### src/rtl/shift_pkg.sv
// rtl/shift_pkg.sv - shared state encoding and default width for the serial capture block
package shift_pkg;

    localparam int DEFAULT_WIDTH = 4;

    typedef enum logic [1:0] {
        ST_IDLE  = 2'd0,
        ST_SHIFT = 2'd1,
        ST_HOLD  = 2'd2
    } state_t;

endpackage

### src/rtl/shift_chain_n.sv
// rtl/shift_chain_n.sv - WIDTH-bit resettable shift chain, d enters bit 0
module shift_chain_n #(
    parameter int WIDTH = 4
) (
    input  logic             clk,
    input  logic             rst,
    input  logic             en,
    input  logic             d,
    output logic [WIDTH-1:0] q
);

    always_ff @(posedge clk or posedge rst) begin
        if (rst) begin
            q <= '0;
        end else if (en) begin
            q <= {q[WIDTH-2:0], d};
        end
    end

endmodule

### src/rtl/shift_seq_ctrl.sv
// rtl/shift_seq_ctrl.sv - serial-to-parallel capture sequencer with valid/ready hold
module shift_seq_ctrl
    import shift_pkg::*;
#(
    parameter int WIDTH = DEFAULT_WIDTH
) (
    input  logic                       clk,
    input  logic                       rst,
    input  logic                       start,
    input  logic                       abort,
    input  logic                       din,
    input  logic                       out_ready,
    output logic                       busy,
    output logic                       out_valid,
    output logic [WIDTH-1:0]           out_data,
    output logic [$clog2(WIDTH+1)-1:0] bit_cnt
);

    localparam int CW = $clog2(WIDTH+1);
    localparam logic [CW-1:0] LAST_BIT = CW'(WIDTH - 1);

    state_t        state;
    state_t        state_nxt;
    logic [CW-1:0] cnt_nxt;
    logic          shift_en;

    shift_chain_n #(.WIDTH(WIDTH)) u_chain (
        .clk (clk),
        .rst (rst),
        .en  (shift_en),
        .d   (din),
        .q   (out_data)
    );

    always_ff @(posedge clk or posedge rst) begin
        if (rst) begin
            state   <= ST_IDLE;
            bit_cnt <= '0;
        end else begin
            state   <= state_nxt;
            bit_cnt <= cnt_nxt;
        end
    end

    // abort is checked before the shift so a coinciding final bit never reaches HOLD
    always_comb begin
        state_nxt = state;
        cnt_nxt   = bit_cnt;
        shift_en  = 1'b0;
        case (state)
            ST_IDLE: begin
                if (start) begin
                    state_nxt = ST_SHIFT;
                    cnt_nxt   = '0;
                end
            end
            ST_SHIFT: begin
                if (abort) begin
                    state_nxt = ST_IDLE;
                    cnt_nxt   = '0;
                end else begin
                    shift_en = 1'b1;
                    cnt_nxt  = bit_cnt + CW'(1);
                    if (bit_cnt == LAST_BIT) begin
                        state_nxt = ST_HOLD;
                    end
                end
            end
            ST_HOLD: begin
                if (out_ready) begin
                    cnt_nxt   = '0;
                    state_nxt = start ? ST_SHIFT : ST_IDLE;
                end
            end
            default: begin
                state_nxt = ST_IDLE;
                cnt_nxt   = '0;
            end
        endcase
    end

    assign busy      = (state == ST_SHIFT);
    assign out_valid = (state == ST_HOLD);

endmodule

### config.mk
export PLATFORM = sky130hd
export DESIGN_NAME = shift_seq_ctrl
export DESIGN_NICKNAME = d
export VERILOG_FILES = /design/src/rtl/shift_pkg.sv /design/src/rtl/shift_chain_n.sv /design/src/rtl/shift_seq_ctrl.sv
export SDC_FILE = /design/constraint.sdc
export NUM_CORES = 1
export LEC_CHECK = 0
export ABC_AREA = 1
export ABC_CLOCK_PERIOD_IN_PS = 1700
export BUFFER_PORTS_ARGS = -buffer_cell sky130_fd_sc_hd__buf_2
export CAP_MARGIN = 10
export CORE_AREA = 2 2 39 41
export CTS_CLUSTER_DIAMETER = 150
export DETAILED_ROUTE_END_ITERATION = 8
export DIE_AREA = 0 0 41 43
export HOLD_SLACK_MARGIN = 0.12
export MAX_ROUTING_LAYER = met4
export SLEW_MARGIN = 20
export SYNTH_ARGS = -nofsm -noshare
export SYNTH_HDL_FRONTEND = slang
export SYNTH_HIERARCHICAL = 1
export SYNTH_SLANG_ARGS = --single-unit
### constraint.sdc
create_clock -name clk -period 1.7 [get_ports clk]
set_clock_uncertainty 0.15 [all_clocks]
set_input_delay 0.17 -clock clk [delete_from_list [all_inputs] [get_ports clk]]
set_output_delay 0.17 -clock clk [all_outputs]
set_load 0.02 [all_outputs]
==> metrics.md, run 1 <==
| Metric | Value |
|---|---|
| Depth of the most critical reg-to-reg path | 6 |
| Minimum clock period after layout | 1620 ps |
| Worst reg2reg endpoint | u_chain/q[0]$_DFFE_PP0P_ |
| TritonCTS Sinks | 9 |
| Biggest area contributors in the synthesized netlist | sky130_fd_sc_hd__dfrtp_1, sky130_fd_sc_hd__nand2_1, sky130_fd_sc_hd__inv_1, sky130_fd_sc_hd__ha_1, sky130_fd_sc_hd__nand4_1 |
| Cell type of the slowest stage on the worst timing path | sky130_fd_sc_hd__dlygate4sd3_1 |
| R2R Setup Slk | 110 ps |
| TritonCTS clock tree | done |
| Buffers from clock root to sink, at most | 2 |
| Nets in the synthesized netlist | 64 |
| Count of buffering cells on the critical path with inverters included | 3 |
| # fillers | 136 |
| Boundary Pins | 15 |
| Final estimated routing congestion in global placement | 0.612 |
| Post-placement cell area | 531 um^2 |
| Ratio of cells with drive above 1 in the final layout | 27.7% |
| Crit path cell chain | dlygate4sd3_1 -> buf_2 -> nor2_4 -> nand2_1 -> dlygate4sd3_1 -> nand2_1 |
| TNS Setup | 0 ps |
| Cells after Synth | 56 |
| Vias | 424 |
| Ratio of routed vias to standard cells | 4.28 |
| Average cell area after synthesis | 7.86 um^2 |
| Worst hold path type | in -> async |
| HPWL after DPL | 697 um |
| Pwr dens | 1110 nW/um^2 |
| Cell area after synthesis | 440 um^2 |
| Startpoint kind of the worst setup timing path | primary input |
| Antenna viol nets, final | 0 |
| Post-route standard cell area excluding fillers | 642 um^2 |
| Number of cells upsized or downsized after cts | 0 |
| Endpoint type of the worst setup path | flop |
| Worst-Skew Late Latency | 250 ps |
| Global-route wire length before repair | 1500 um |
| Share of async-settable or async-resettable flops after synthesis | 100% |
| Drt wl/cell | 9.57 um |
| Count of cell instances traversed by the critical path | 6 |
| Via count of the first global-routing pass | 392 |
| Predominant post-synthesis flop cell | sky130_fd_sc_hd__dfrtp_1 |
| H-tree levels | 1 |
| Setup ws final | 78.6 ps |
| Synth cell count leaders | sky130_fd_sc_hd__nand2_1, sky130_fd_sc_hd__dfrtp_1, sky130_fd_sc_hd__inv_1, sky130_fd_sc_hd__nand4_1, sky130_fd_sc_hd__nor2_1 |
| Setup repair after global routing missed its margin | no |
| Number of different library cells in the post-synthesis netlist | 10 |
| Number of buffers added on ports | 14 |
| Maximum fanout encountered on the critical timing path | 5 |
| Slew margin rel. | 85.9% |
| Overall fraction of global-route tracks in use | 13.3% |
| Most repeated cell in the gate-level netlist after synthesis | sky130_fd_sc_hd__nand2_1 |
| Area share of the largest cell type after synthesis | 51.1% |
| Status | complete, no violations |
| Largest net degree at the start of global routing | 8 |
| Buffer type at the clock tree root | sky130_fd_sc_hd__clkbuf_4 |
| Synth-to-layout area growth | 45.7% |
| Post-Place Worst Slack | 427 ps |
| Die extent in y | 43 um |
| Number of enable-type register cells in the synthesized netlist | 0 |
| First-pass iteration count of the detailed router | 3 |
| Starting Density | 31.8% |
| Sequential-to-total area share from yosys stat | 51.1% |
| Total of flip-flops plus latches after synthesis | 9 |
| Pleak | 0.378 nW |
| Cell type group with the largest total delay on the critical path | buffers and inverters |
| Share of the clock period used by the worst path after layout | 95.4% |
| Number of warning messages in the yosys log | 6 |
| Number of buffers created by CTS | 3 |
| Total Nets Final | 92 |
| Global route overflow | 0 |
| Die Wd | 41 um |
| Reg2reg start | state[1]$_DFFE_PP0P_ |
| Wirelength, routed | 947 um |
| Data required time at the worst endpoint | 1750 ps |
| Hold Fails Final Rpt | 0 |
| Initial antenna violation count | 0 |
| Total setup violations reported at the end of the flow | 0 |
| Area of the core region | 1380 um^2 |
| Number of diodes | 0 |
| DR iter-0 viols | 11 |
| Die footprint | 1760 um^2 |
| Maximum capacitance violations | 0 |
| Reg clk slew, reported paths | 60 ps |
| Worst-Margin Slew | 211 ps |
| Worst Setup Path Type | in -> reg |
| Number of max-slew violations in the final report | 0 |
| Critical Path Source | abort |
| DRC violation count after routing | 0 |
| Worst path max stage delay | 550 ps |
| Number of placement rows | 14 |
| Worst-case vdd ir drop | 0.559 mV |
| Critical path data arrival time | 1670 ps |
| Maximum frequency from static timing analysis | 617 MHz |
| Largest area contributor in the netlist | sky130_fd_sc_hd__dfrtp_1 |
-- flip-flops by register name (all words and copies together) (netlist names) --
| register | flops |
|---|---|
| u_chain/q | 4 |
| bit_cnt | 3 |
| state | 2 |
-- stage by stage --
stage	hold slack (ps)	cells	util [%]	power, mW
after detailed placement	-79.2	86	38.3	0.534
final	198	99	46.4	0.711
after floorplan	-214	56	-	0.452
after global routing	214	99	46.4	0.761
after global placement	-77.2	86	38.3	0.532
after CTS	192	97	45.3	0.714
-- repair_timing --
item,CTS,global route
hold endpoints to repair,17,0
setup buffers,0,2
hold buffers,7,0
setup endpoints to repair,0,1
-- worst max-delay path by stage --
stage                               end  slack [ps]
2_1_floorplan    bit_cnt[2]$_DFFE_PP0P_         360
3_3_place_gp     bit_cnt[2]$_DFFE_PP0P_         450
3_5_place_dp     bit_cnt[2]$_DFFE_PP0P_         430
4_1_cts        u_chain/q[0]$_DFFE_PP0P_          20
5_1_grt        u_chain/q[0]$_DFFE_PP0P_          30
6_report       u_chain/q[0]$_DFFE_PP0P_          80
-- cell usage in the layout (no fill, tap or decap), drive strengths merged --
cell type,n
dlygate4sd3,7
inv,10
nor2,4
nand2,26
nand3,1
dfrtp,9
ha,2
clkbuf,4
nand4,4
buf,16
-- power breakdown --
group,switching (mW),leakage (nW),internal [mW]
combinational,0.152,0.245,0.0942
clock,0.0680,0.0150,0.0900
sequential,0.0395,0.118,0.267
-- tightest hold or removal path, stage by stage --
cell and delay, ps:
sky130_fd_sc_hd__dlygate4sd3_1 530, sky130_fd_sc_hd__buf_2 130, sky130_fd_sc_hd__inv_1 130
-- logic make-up after synthesis --
family,count (synthesis),synth area share [%]
adders and majority gates,2,5.68
buffers and inverters,10,8.52
DFF,9,51.1
and+or+nand+nor,35,34.7
-- layout make-up --
| cell class | count | area, um^2 | share of cell area, % |
|---|---|---|---|
| Inverter | 10 | 37.5 | 5.85 |
| Sequential cell | 9 | 225 | 35.1 |
| Tap cell | 16 | 20.0 | 3.12 |
| Multi-Input combinational cell | 37 | 178 | 27.7 |
| Timing Repair Buffer | 23 | 155 | 24.2 |
| Clock buffer | 4 | 26.3 | 4.09 |
-- routing by layer --
layer / vias up / wire length [um] / global-route usage, %
met5: - / 0 / -
met4: 0 / 0 / 8.00
met3: 0 / 65 / 3.14
met2: 13 / 451 / 19.4
met1: 187 / 430 / 16.1
li1: 224 / - / -
Power figures use the tool's default switching activity.
==> run 2, diff against run 1 <==
- PLACE_DENSITY_LB_ADDON: default -> 0.25
- SLEW_MARGIN: 20 -> 30
==> run 2 against run 1 <==
  * Non-clock buffer count up 3
  * Via count is 4.5% higher
  * Worst setup slack better by 5.6 ps
  * Sequential power hardly changed
  * Wire length grew 4.6%
  * Global-route usage up 0.49 points
  * Critical path type unchanged
==> metrics.md, run 2 (synthesized netlist as in run 1, its figures left out) <==
| Metric | Value |
|---|---|
| Status | complete, no violations |
| Initial antenna violation count | 0 (unchanged) |
| Worst hold path type | in -> async |
| HPWL after DPL | 695 um (-0.29%) |
| Vias | 443 (+4.5%) |
| Overall fraction of global-route tracks in use | 13.8% (+0.49 points) |
| Number of max-slew violations in the final report | 0 (unchanged) |
| Ratio of cells with drive above 1 in the final layout | 30.2% (+2.5 points) |
| Maximum fanout encountered on the critical timing path | 5 (unchanged) |
| Post-placement cell area | 531 um^2 (unchanged) |
| Minimum clock period after layout | 1620 ps (-5.58 ps) |
| Slew margin rel. | 85.3% (-0.61 points) |
| Worst-Skew Late Latency | 250 ps (about the same) |
| Number of cells upsized or downsized after cts | 0 (unchanged) |
| Critical path data arrival time | 1660 ps (about the same) |
| Number of placement rows | 14 (unchanged) |
| Global-route wire length before repair | 1550 um (+2.7%) |
| First-pass iteration count of the detailed router | 4 (+1) |
| Drt wl/cell | 9.72 um (+1.6%) |
| Endpoint type of the worst setup path | flop |
| Wirelength, routed | 991 um (+4.6%) |
| Number of buffers created by CTS | 3 (unchanged) |
| H-tree levels | 1 (unchanged) |
| Flip-flop count of the largest register, all copies and words added | 4 (unchanged) |
| Post-route standard cell area excluding fillers | 664 um^2 (+3.5%) |
| Total Nets Final | 95 (+3.3%) |
| Die Wd | 41 um (unchanged) |
| Die extent in y | 43 um (unchanged) |
| Data required time at the worst endpoint | 1740 ps (about the same) |
| Pwr dens | 1090 nW/um^2 (-1.8%) |
| Ratio of routed vias to standard cells | 4.34 (+1.4%) |
| Synth-to-layout area growth | 50.9% |
| TritonCTS clock tree | done |
| Share of the clock period used by the worst path after layout | 95.0% (-0.33 points) |
| Antenna viol nets, final | 0 (unchanged) |
| Worst Hold Slack | 212 ps (+14.3 ps) |
| Worst-case vdd ir drop | 0.431 mV (-23%) |
| Biggest regs | u_chain/q x4, bit_cnt x3, state x2 |
| Largest Register | u_chain/q |
| Reg clk slew, reported paths | 60 ps (about the same) |
| DRC violation count after routing | 0 (unchanged) |
| Hold Fails Final Rpt | 0 (unchanged) |
| Die footprint | 1760 um^2 (unchanged) |
| Total setup violations reported at the end of the flow | 0 (unchanged) |
| DR iter-0 viols | 2 (-9) |
| Global route overflow | 0 (unchanged) |
| Starting Density | 31.8% (unchanged) |
| Boundary Pins | 15 (unchanged) |
| Worst-Margin Slew | 220 ps (+9.21 ps) |
| Area of the core region | 1380 um^2 (unchanged) |
| Number of diodes | 0 (unchanged) |
| Number of buffers added on ports | 14 (unchanged) |
| TritonCTS Sinks | 9 (unchanged) |
| Core Util, Final | 48.0% (+1.6 points) |
| Largest net degree at the start of global routing | 8 (unchanged) |
| Startpoint kind of the worst setup timing path | primary input |
| Maximum frequency from static timing analysis | 619 MHz (+0.35%) |
| Pleak | 0.392 nW (+3.8%) |
| Worst Setup Path Type | in -> reg |
| Buffers from clock root to sink, at most | 2 (unchanged) |
| Buffer type at the clock tree root | sky130_fd_sc_hd__clkbuf_4 |
| Via count of the first global-routing pass | 365 (-6.9%) |
| Maximum capacitance violations | 0 (unchanged) |
| TNS Setup | 0 ps (unchanged) |
| Final estimated routing congestion in global placement | 0.742 (+21%) |
| Most common cell after layout, fill and taps aside | sky130_fd_sc_hd__nand2_1 |
| Most frequent cells in the layout | sky130_fd_sc_hd__nand2_1, sky130_fd_sc_hd__buf_2, sky130_fd_sc_hd__dfrtp_1 |
run 2: final timing paths:
kind	start	end	slack [ps]	cells after the start
max	abort	u_chain/q[0]$_DFFE_PP0P_	80	6
min	rst	u_chain/q[0]$_DFFE_PP0P_	210	3
max reg2reg	state[1]$_DFFE_PP0P_	u_chain/q[0]$_DFFE_PP0P_	90	6
min reg2reg	u_chain/q[3]$_DFFE_PP0P_	u_chain/q[3]$_DFFE_PP0P_	340	2
max in group asynchronous	rst	state[1]$_DFFE_PP0P_	990	3
min in group clk	u_chain/q[3]$_DFFE_PP0P_	u_chain/q[3]$_DFFE_PP0P_	340	2
run 2: final cells by class:
cell class / instances / area [um^2]
clock buffer: 4 / 26.3
inverter: 10 / 37.5
tap: 16 / 20.0
multi-input combinational: 37 / 178
timing repair buffer: 26 / 178
fill: 139 / 719
sequential: 9 / 225
run 2: worst max-delay path, cell delays in order:
cell and delay (ps):
sky130_fd_sc_hd__dlygate4sd3_1 530, sky130_fd_sc_hd__buf_2 150, sky130_fd_sc_hd__nor2_4 130, sky130_fd_sc_hd__nand2_1 60
sky130_fd_sc_hd__dlygate4sd3_1 550, sky130_fd_sc_hd__nand2_1 70
run 2: through the flow:
stage | total power, mW | cells | setup WS [ps]
floorplan | 0.452 | 56 | 356
global placement | 0.531 | 86 | 452
detailed placement | 0.535 | 86 | 419
CTS | 0.718 | 97 | 35.5
global route | 0.780 | 102 | -4.61
finish | 0.723 | 102 | 84.2
run 2: metal layers:
layer  vias up  wire length, um  global-route usage [%]
li1        229                -                       -
met1       202              478                    19.3
met2        10              458                    16.9
met3         2               45                    4.71
met4         0                9                    8.00
met5         -                0                       -
run 2: what timing repair did:
item | CTS | global route
endpoints found under the setup margin | 0 | 1
buffers inserted | 0 | 5
hold endpoints to repair | 18 | 0
hold buffers | 7 | 0
run 2: power breakdown:
| part | total [mW] | switching (mW) | internal, mW |
|---|---|---|---|
| clock | 0.160 | 0.0700 | 0.0902 |
| sequential | 0.306 | 0.0388 | 0.267 |
| combinational | 0.257 | 0.155 | 0.102 |
| total | 0.723 | 0.264 | 0.459 |
